$ cat src/rtl/mmio_pkg.sv
// rtl/mmio_pkg.sv - shared register map, access-size codes and store-lane helpers
package mmio_pkg;

  localparam logic [31:0] BASE_ADDR_DEFAULT = 32'hFFFF_FF00;

  localparam logic [3:0] OFF_CTRL   = 4'h0;
  localparam logic [3:0] OFF_DUTY   = 4'h4;
  localparam logic [3:0] OFF_PRESC  = 4'h8;
  localparam logic [3:0] OFF_MILLIS = 4'hC;

  localparam logic [2:0] F3_BYTE = 3'b000;
  localparam logic [2:0] F3_HALF = 3'b001;
  localparam logic [2:0] F3_WORD = 3'b010;

  typedef enum logic [1:0] {
    REG_CTRL   = OFF_CTRL[3:2],
    REG_DUTY   = OFF_DUTY[3:2],
    REG_PRESC  = OFF_PRESC[3:2],
    REG_MILLIS = OFF_MILLIS[3:2]
  } reg_sel_e;

  // Misaligned or unsupported sizes yield an empty mask, so they write nothing.
  function automatic logic [3:0] lane_mask(input logic [2:0] f3, input logic [1:0] a);
    logic [3:0] m;
    m = 4'b0000;
    case (f3)
      F3_BYTE: m = 4'b0001 << a;
      F3_HALF: if (!a[0]) m = a[1] ? 4'b1100 : 4'b0011;
      F3_WORD: if (a == 2'b00) m = 4'b1111;
      default: m = 4'b0000;
    endcase
    return m;
  endfunction

  function automatic logic [31:0] lane_data(input logic [2:0] f3, input logic [31:0] d);
    case (f3)
      F3_BYTE: return {4{d[7:0]}};
      F3_HALF: return {2{d[15:0]}};
      default: return d;
    endcase
  endfunction

endpackage

$ cat src/rtl/pwm_channel.sv
// rtl/pwm_channel.sv - one PWM colour channel with period-boundary shadow duty
module pwm_channel (
  input  logic       clk,
  input  logic       reset,
  input  logic [7:0] duty,
  input  logic [7:0] pwm_cnt,
  input  logic       boundary,
  output logic       lit
);

  logic [7:0] shadow;

  // Shadow only moves at the period boundary so a duty write never glitches a period.
  always_ff @(posedge clk or negedge reset) begin
    if (!reset) begin
      shadow <= 8'd0;
      lit    <= 1'b0;
    end else begin
      if (boundary) shadow <= duty;
      lit <= (shadow > pwm_cnt);
    end
  end

endmodule

$ cat src/rtl/mmio_led_pwm.sv
// rtl/mmio_led_pwm.sv - memory-mapped LED/RGB PWM peripheral with millisecond timer
module mmio_led_pwm
  import mmio_pkg::*;
#(
  parameter logic [31:0] BASE_ADDR      = BASE_ADDR_DEFAULT,
  parameter int unsigned CLK_FREQ_HZ    = 12_000_000,
  parameter logic [15:0] PRESC_RESET    = 16'd46,
  parameter bit          RGB_ACTIVE_LOW = 1'b1
) (
  input  logic        clk,
  input  logic        reset,
  input  logic        dmem_wren,
  input  logic [31:0] dmem_address,
  input  logic [31:0] dmem_data_in,
  input  logic [2:0]  funct3,
  output logic [31:0] mmio_data_out,
  output logic        mmio_hit,
  output logic        led,
  output logic        red,
  output logic        green,
  output logic        blue
);

  localparam logic [31:0] MS_LAST = 32'(CLK_FREQ_HZ / 1000 - 1);

  logic        hit;
  logic        wr;
  logic [3:0]  lanes;
  logic [31:0] wdata;
  reg_sel_e    sel;
  logic [23:0] duty;
  logic [15:0] presc;
  logic [31:0] millis;
  logic [31:0] ms_div;
  logic [15:0] presc_cnt;
  logic [7:0]  pwm_cnt;
  logic        presc_clr;
  logic        pwm_tick;
  logic        boundary;
  logic        r_lit, g_lit, b_lit;
  logic [31:0] rd_word;
  logic        unused_wdata_hi;

  assign hit   = (dmem_address[31:4] == BASE_ADDR[31:4]);
  assign lanes = lane_mask(funct3, dmem_address[1:0]);
  assign wdata = lane_data(funct3, dmem_data_in);
  assign sel   = reg_sel_e'(dmem_address[3:2]);
  assign wr    = dmem_wren && hit;
  assign unused_wdata_hi = ^wdata[31:24];

  assign presc_clr = wr && (sel == REG_PRESC) && (|lanes[1:0]);
  assign pwm_tick  = !presc_clr && (presc_cnt == presc);
  assign boundary  = pwm_tick && (pwm_cnt == 8'hFF);

  always_ff @(posedge clk or negedge reset) begin
    if (!reset) begin
      led   <= 1'b0;
      duty  <= 24'd0;
      presc <= PRESC_RESET;
    end else if (wr) begin
      case (sel)
        REG_CTRL: if (lanes[0]) led <= wdata[0];
        REG_DUTY: begin
          for (int i = 0; i < 3; i++)
            if (lanes[i]) duty[8*i +: 8] <= wdata[8*i +: 8];
        end
        REG_PRESC: begin
          if (lanes[0]) presc[7:0]  <= wdata[7:0];
          if (lanes[1]) presc[15:8] <= wdata[15:8];
        end
        default: ;
      endcase
    end
  end

  always_ff @(posedge clk or negedge reset) begin
    if (!reset) begin
      ms_div <= 32'd0;
      millis <= 32'd0;
    end else if (ms_div == MS_LAST) begin
      ms_div <= 32'd0;
      millis <= millis + 32'd1;
    end else begin
      ms_div <= ms_div + 32'd1;
    end
  end

  // A PRESC write restarts the prescale count so the new rate starts cleanly.
  always_ff @(posedge clk or negedge reset) begin
    if (!reset) begin
      presc_cnt <= 16'd0;
      pwm_cnt   <= 8'd0;
    end else if (presc_clr) begin
      presc_cnt <= 16'd0;
    end else if (pwm_tick) begin
      presc_cnt <= 16'd0;
      pwm_cnt   <= pwm_cnt + 8'd1;
    end else begin
      presc_cnt <= presc_cnt + 16'd1;
    end
  end

  always_comb begin
    rd_word = 32'd0;
    case (sel)
      REG_CTRL:   rd_word = {31'd0, led};
      REG_DUTY:   rd_word = {8'd0, duty};
      REG_PRESC:  rd_word = {16'd0, presc};
      REG_MILLIS: rd_word = millis;
      default:    rd_word = 32'd0;
    endcase
  end

  always_ff @(posedge clk or negedge reset) begin
    if (!reset) begin
      mmio_data_out <= 32'd0;
      mmio_hit      <= 1'b0;
    end else begin
      mmio_data_out <= hit ? rd_word : 32'd0;
      mmio_hit      <= hit;
    end
  end

  pwm_channel u_red (
    .clk(clk), .reset(reset), .duty(duty[7:0]), .pwm_cnt(pwm_cnt),
    .boundary(boundary), .lit(r_lit)
  );

  pwm_channel u_green (
    .clk(clk), .reset(reset), .duty(duty[15:8]), .pwm_cnt(pwm_cnt),
    .boundary(boundary), .lit(g_lit)
  );

  pwm_channel u_blue (
    .clk(clk), .reset(reset), .duty(duty[23:16]), .pwm_cnt(pwm_cnt),
    .boundary(boundary), .lit(b_lit)
  );

  assign red   = r_lit ^ RGB_ACTIVE_LOW;
  assign green = g_lit ^ RGB_ACTIVE_LOW;
  assign blue  = b_lit ^ RGB_ACTIVE_LOW;

endmodule

$ cat config.mk
export PLATFORM = sky130hd
export DESIGN_NAME = mmio_led_pwm
export DESIGN_NICKNAME = d
export VERILOG_FILES = /design/src/rtl/mmio_pkg.sv /design/src/rtl/pwm_channel.sv /design/src/rtl/mmio_led_pwm.sv
export SDC_FILE = /design/constraint.sdc
export NUM_CORES = 1
export LEC_CHECK = 0
export ABC_AREA = 1
export CORE_UTILIZATION = 35
export DETAILED_ROUTE_END_ITERATION = 6
export GPL_ROUTABILITY_DRIVEN = 0
export SYNTH_ARGS = -nofsm -noshare
export SYNTH_HDL_FRONTEND = slang
export SYNTH_HIERARCHICAL = 1
export SYNTH_SLANG_ARGS = --single-unit
$ cat constraint.sdc
create_clock -name clk -period 2.04 [get_ports clk]
set_input_delay 0.306 -clock clk [delete_from_list [all_inputs] [get_ports clk]]
set_output_delay 0.306 -clock clk [all_outputs]
set_load 0.01 [all_outputs]
==> summary.md <==
| Metric | Value |
|---|---|
| Final HPWL DP | 21,600 µm |
| Post-route cell area | 13,300 µm² |
| Worst-Margin Slew | 0.528 ns |
| DIE WIDTH | 176 µm |
| Reg2reg path depth | 12 |
| Synth warn | 6 |
| Number of flops mapped to enable cells by yosys | 0 |
| Sw Ratio | 0.233 |
| GRT Total Usage | 0.191 |
| Multi-input gate area | 5040 µm² |
| Routed vias/inst | 4.76 |
| Max-slew violations | 0 |
| DRC errors left | 0 |
| Leakage | 6.36 nW |
| Complex-gate fraction of the synthesized area | 0.0418 |
| Crit Path Category | reg2reg |
| Seq pwr share | 0.498 |
| Num CTS Buffers | 17 |
| Core Box Area | 29,700 µm² |
| # setup viols final | 21 |
| Synth async-reset ratio | 1.00 |
| Initial antenna violation count | 1 |
| Post-Synthesis Cells | 1,302 |
| Adder-cell share of the synthesized area | 0.0331 |
| Period utilization | 1.06 |
| Later-pin clock latency in the skew report | 0.44 ns |
| Outcome | finished, violations left |
| WL final | 27,800 µm |
| FF-to-FF setup slack | -0.12 ns |
| Crit path arrival time | 2.48 ns |
| Clock root buffer | clkbuf_16 |
| Top Ports | 107 |
| Final hold vios | 0 |
| Htree depth | 4 |
| Pre-CTS worst setup slack | -0.222 ns |
| TNS Setup | -2.09 ns |
| Synth Area per Inst | 8.13 µm² |
| Dpl cell area | 12,600 µm² |
| Sequential cell area | 4730 µm² |
| Seq/Total Area, Yosys | 0.447 |
| Simple-gate share of the synthesized area | 0.303 |
| First-pass GRT wire length | 46,000 µm |
| Clock power frac | 0.451 |
| Antenna-violating nets left | 0 |
| Fmax | 462 MHz |
| Seq cells post-synth | 189 |
| Placed insts | 1,849 |
| CTS tree | built |
| Switching power | 1.75 mW |
| Mux share of post-synthesis cell area | 0.0459 |
| Crit end category | register |
| Area of the die | 30,900 µm² |
| Setup ws final | -0.123 ns |
| Required time worst endpoint | 2.36 ns |
| Area grow syn2layout | 25.5% |
| Tmin final | 2.16 ns |
| Fin Clk Skew | 0.0150 ns |
| Non-filler cells, final | 1,884 |
| Row Count | 63 |
| Combinational family with the most area after synthesis | simple AND/OR/NAND/NOR gates |
| Min-delay worst type | in2async |
| Post-Syn Area | 10,600 µm² |
| Internal | 5.76 mW |
| First drt pass iteration count | 5 |
| Filler cell count | 2,873 |
| CTS sink cnt | 189 |
| Starting DRT DRC Count | 713 |
| Max_cap viols | 0 |
| Initial Utilization | 0.356 |
| Largest net degree at the start of global routing | 58 |
| Synth Area in XOR/XNOR | 0.0505 |
| Library cells used by synthesis | 42 |
| Power density relative to cell area | 566 nW/µm² |
| CTS Buffer Depth | 2 |
| Die Y | 176 µm |
| Slew HR | 0.645 |
| Violated checks | setup timing |
| Max IR drop VDD | 0.000530 V |
| Vias in the first global route | 8,815 |
| Grt total ovfl | 0 |
| Vias | 8,964 |
| Nets | 1,578 |
| Mapped Nets | 1,400 |
| Clock-pin slew on the worst setup and hold paths | 0.08 ns |
| Most common flop cell mapped by yosys | dfrtp_1 |
| Port Buffer Count | 98 |
| RSZ-0062 raised after global routing | yes |
| Share of cells above drive strength 1 | 0.155 |
| Combinational Power Share | 0.051 |
| Hold_ws | 0.430 ns |
| Crit-path max FO | 20 |
| Wire length per cell | 14.8 µm |
| Startpoint types | register |
==> state kept, by name, summed over array words and instances, names as in the netlist <==
register,cells
duty,24
led,1
millis,32
mmio_data_out,32
mmio_hit,1
ms_div,32
presc,16
presc_cnt,16
pwm_cnt,8
u_blue/lit,1
u_blue/shadow,8
u_green/lit,1
u_green/shadow,8
u_red/lit,1
u_red/shadow,8
==> cell usage in the layout, fill, tap and decap left out, types with 25 or more instances in the layout <==
| master | count |
|---|---|
| nand2_1 | 379 |
| nand3_1 | 88 |
| xor2_1 | 47 |
| dfrtp_1 | 185 |
| nor2_1 | 117 |
| nor3_1 | 36 |
| buf_4 | 80 |
| nand2_2 | 25 |
| clkdlybuf4s50_1 | 97 |
| inv_1 | 157 |
| ha_1 | 28 |
| nand4_1 | 25 |
==> layout make-up <==
type	instances	share of cell area
multi-input combinational	917	0.380
sequential	189	0.357
timing repair buffer	190	0.135
inverter	165	0.0470
tap	390	0.0368
clock buffer	18	0.0323
clock inverter	14	0.0122
antenna	1	0.000188
==> per-layer routing <==
layer / GRT usage / routed length, µm / part of all wire / up-vias
met5: 0 / 0 / 0 / -
met4: 0.0663 / 698 / 0.025 / 0
met3: 0.0351 / 1330 / 0.048 / 39
met2: 0.306 / 12800 / 0.46 / 239
met1: 0.258 / 13000 / 0.47 / 4203
li1: - / - / - / 4483
==> metrics by stage <==
stage / utilization / power [mW]
after global placement: 0.425 / 4.20
final: 0.447 / 7.51
after global routing: 0.447 / 7.78
after floorplan: - / 3.91
after detailed placement: 0.425 / 4.20
after CTS: 0.446 / 7.58
==> cell families (layout without fill, tap and decap cells) <==
kind of cell / Yosys count / after routing
buffers and inverters: 196 / 387
AO/OA/AOI/OAI: 75 / 75
flip-flops: 189 / 189
AND/OR/NAND/NOR: 716 / 716
other: 0 / 1
multiplexers: 37 / 37
XOR/XNOR: 61 / 61
adder cells (fa/ha/maj): 28 / 28
==> synth_stat cells, drive strengths merged, types with 8 or more instances <==
library cell  count  area (µm²)
ha               28         350
dfrtp           185        4630
xor2             47         412
a21oi            21         105
a31oi            11        68.8
nand3            92         480
nand4            27         181
inv             165         624
nor3             40         220
clkbuf           12        45.0
mux2             29         405
nand2           409        1640
xnor2            14         123
buf              19         165
nor2            136         596
o21ai            35         205
mux2i             8        80.1
==> power by group through the flow <==
stage / sequential, mW / combinational, mW / clock, mW
2_1_floorplan: 3.82 / 0.0940 / 0
3_3_place_gp: 3.82 / 0.384 / 0
3_5_place_dp: 3.82 / 0.386 / 0
4_1_cts: 3.75 / 0.389 / 3.45
5_1_grt: 3.74 / 0.422 / 3.62
6_report: 3.75 / 0.383 / 3.39
==> critical path, stage by stage, from the launching register on <==
cell and delay [ns]:
dfstp_2 0.54, inv_2 0.03, nand2_1 0.04, nand2_1 0.05, nor2_2 0.12, nand2_1 0.08
nor2_2 0.19, nand3_1 0.10, nor2_1 0.09, nand3_1 0.11, nor2_4 0.15, buf_12 0.19
mux2_4 0.32
==> worst paths after layout <==
kind	from	end
worst min register to register	ms_div[0]$_DFF_PN0_	ms_div[0]$_DFF_PN0_
worst max register to register	presc[2]$_DFFE_PN1P_	u_blue/shadow[7]$_DFFE_PN0P_
worst max-delay path	presc[2]$_DFFE_PN1P_	u_blue/shadow[7]$_DFFE_PN0P_
worst min-delay path	reset	mmio_data_out[22]$_DFF_PN0_
min in group clk	ms_div[0]$_DFF_PN0_	ms_div[0]$_DFF_PN0_
max in group asynchronous	reset	presc[5]$_DFFE_PN1P_
==> what timing repair did <==
action	CTS	global route
pin swaps	0	1
hold endpoints to repair	49	0
buffers inserted	1	0
setup endpoints to repair	21	26
resized for setup	4	8
hold buffers	1	0
Power figures use the tool's default switching activity.
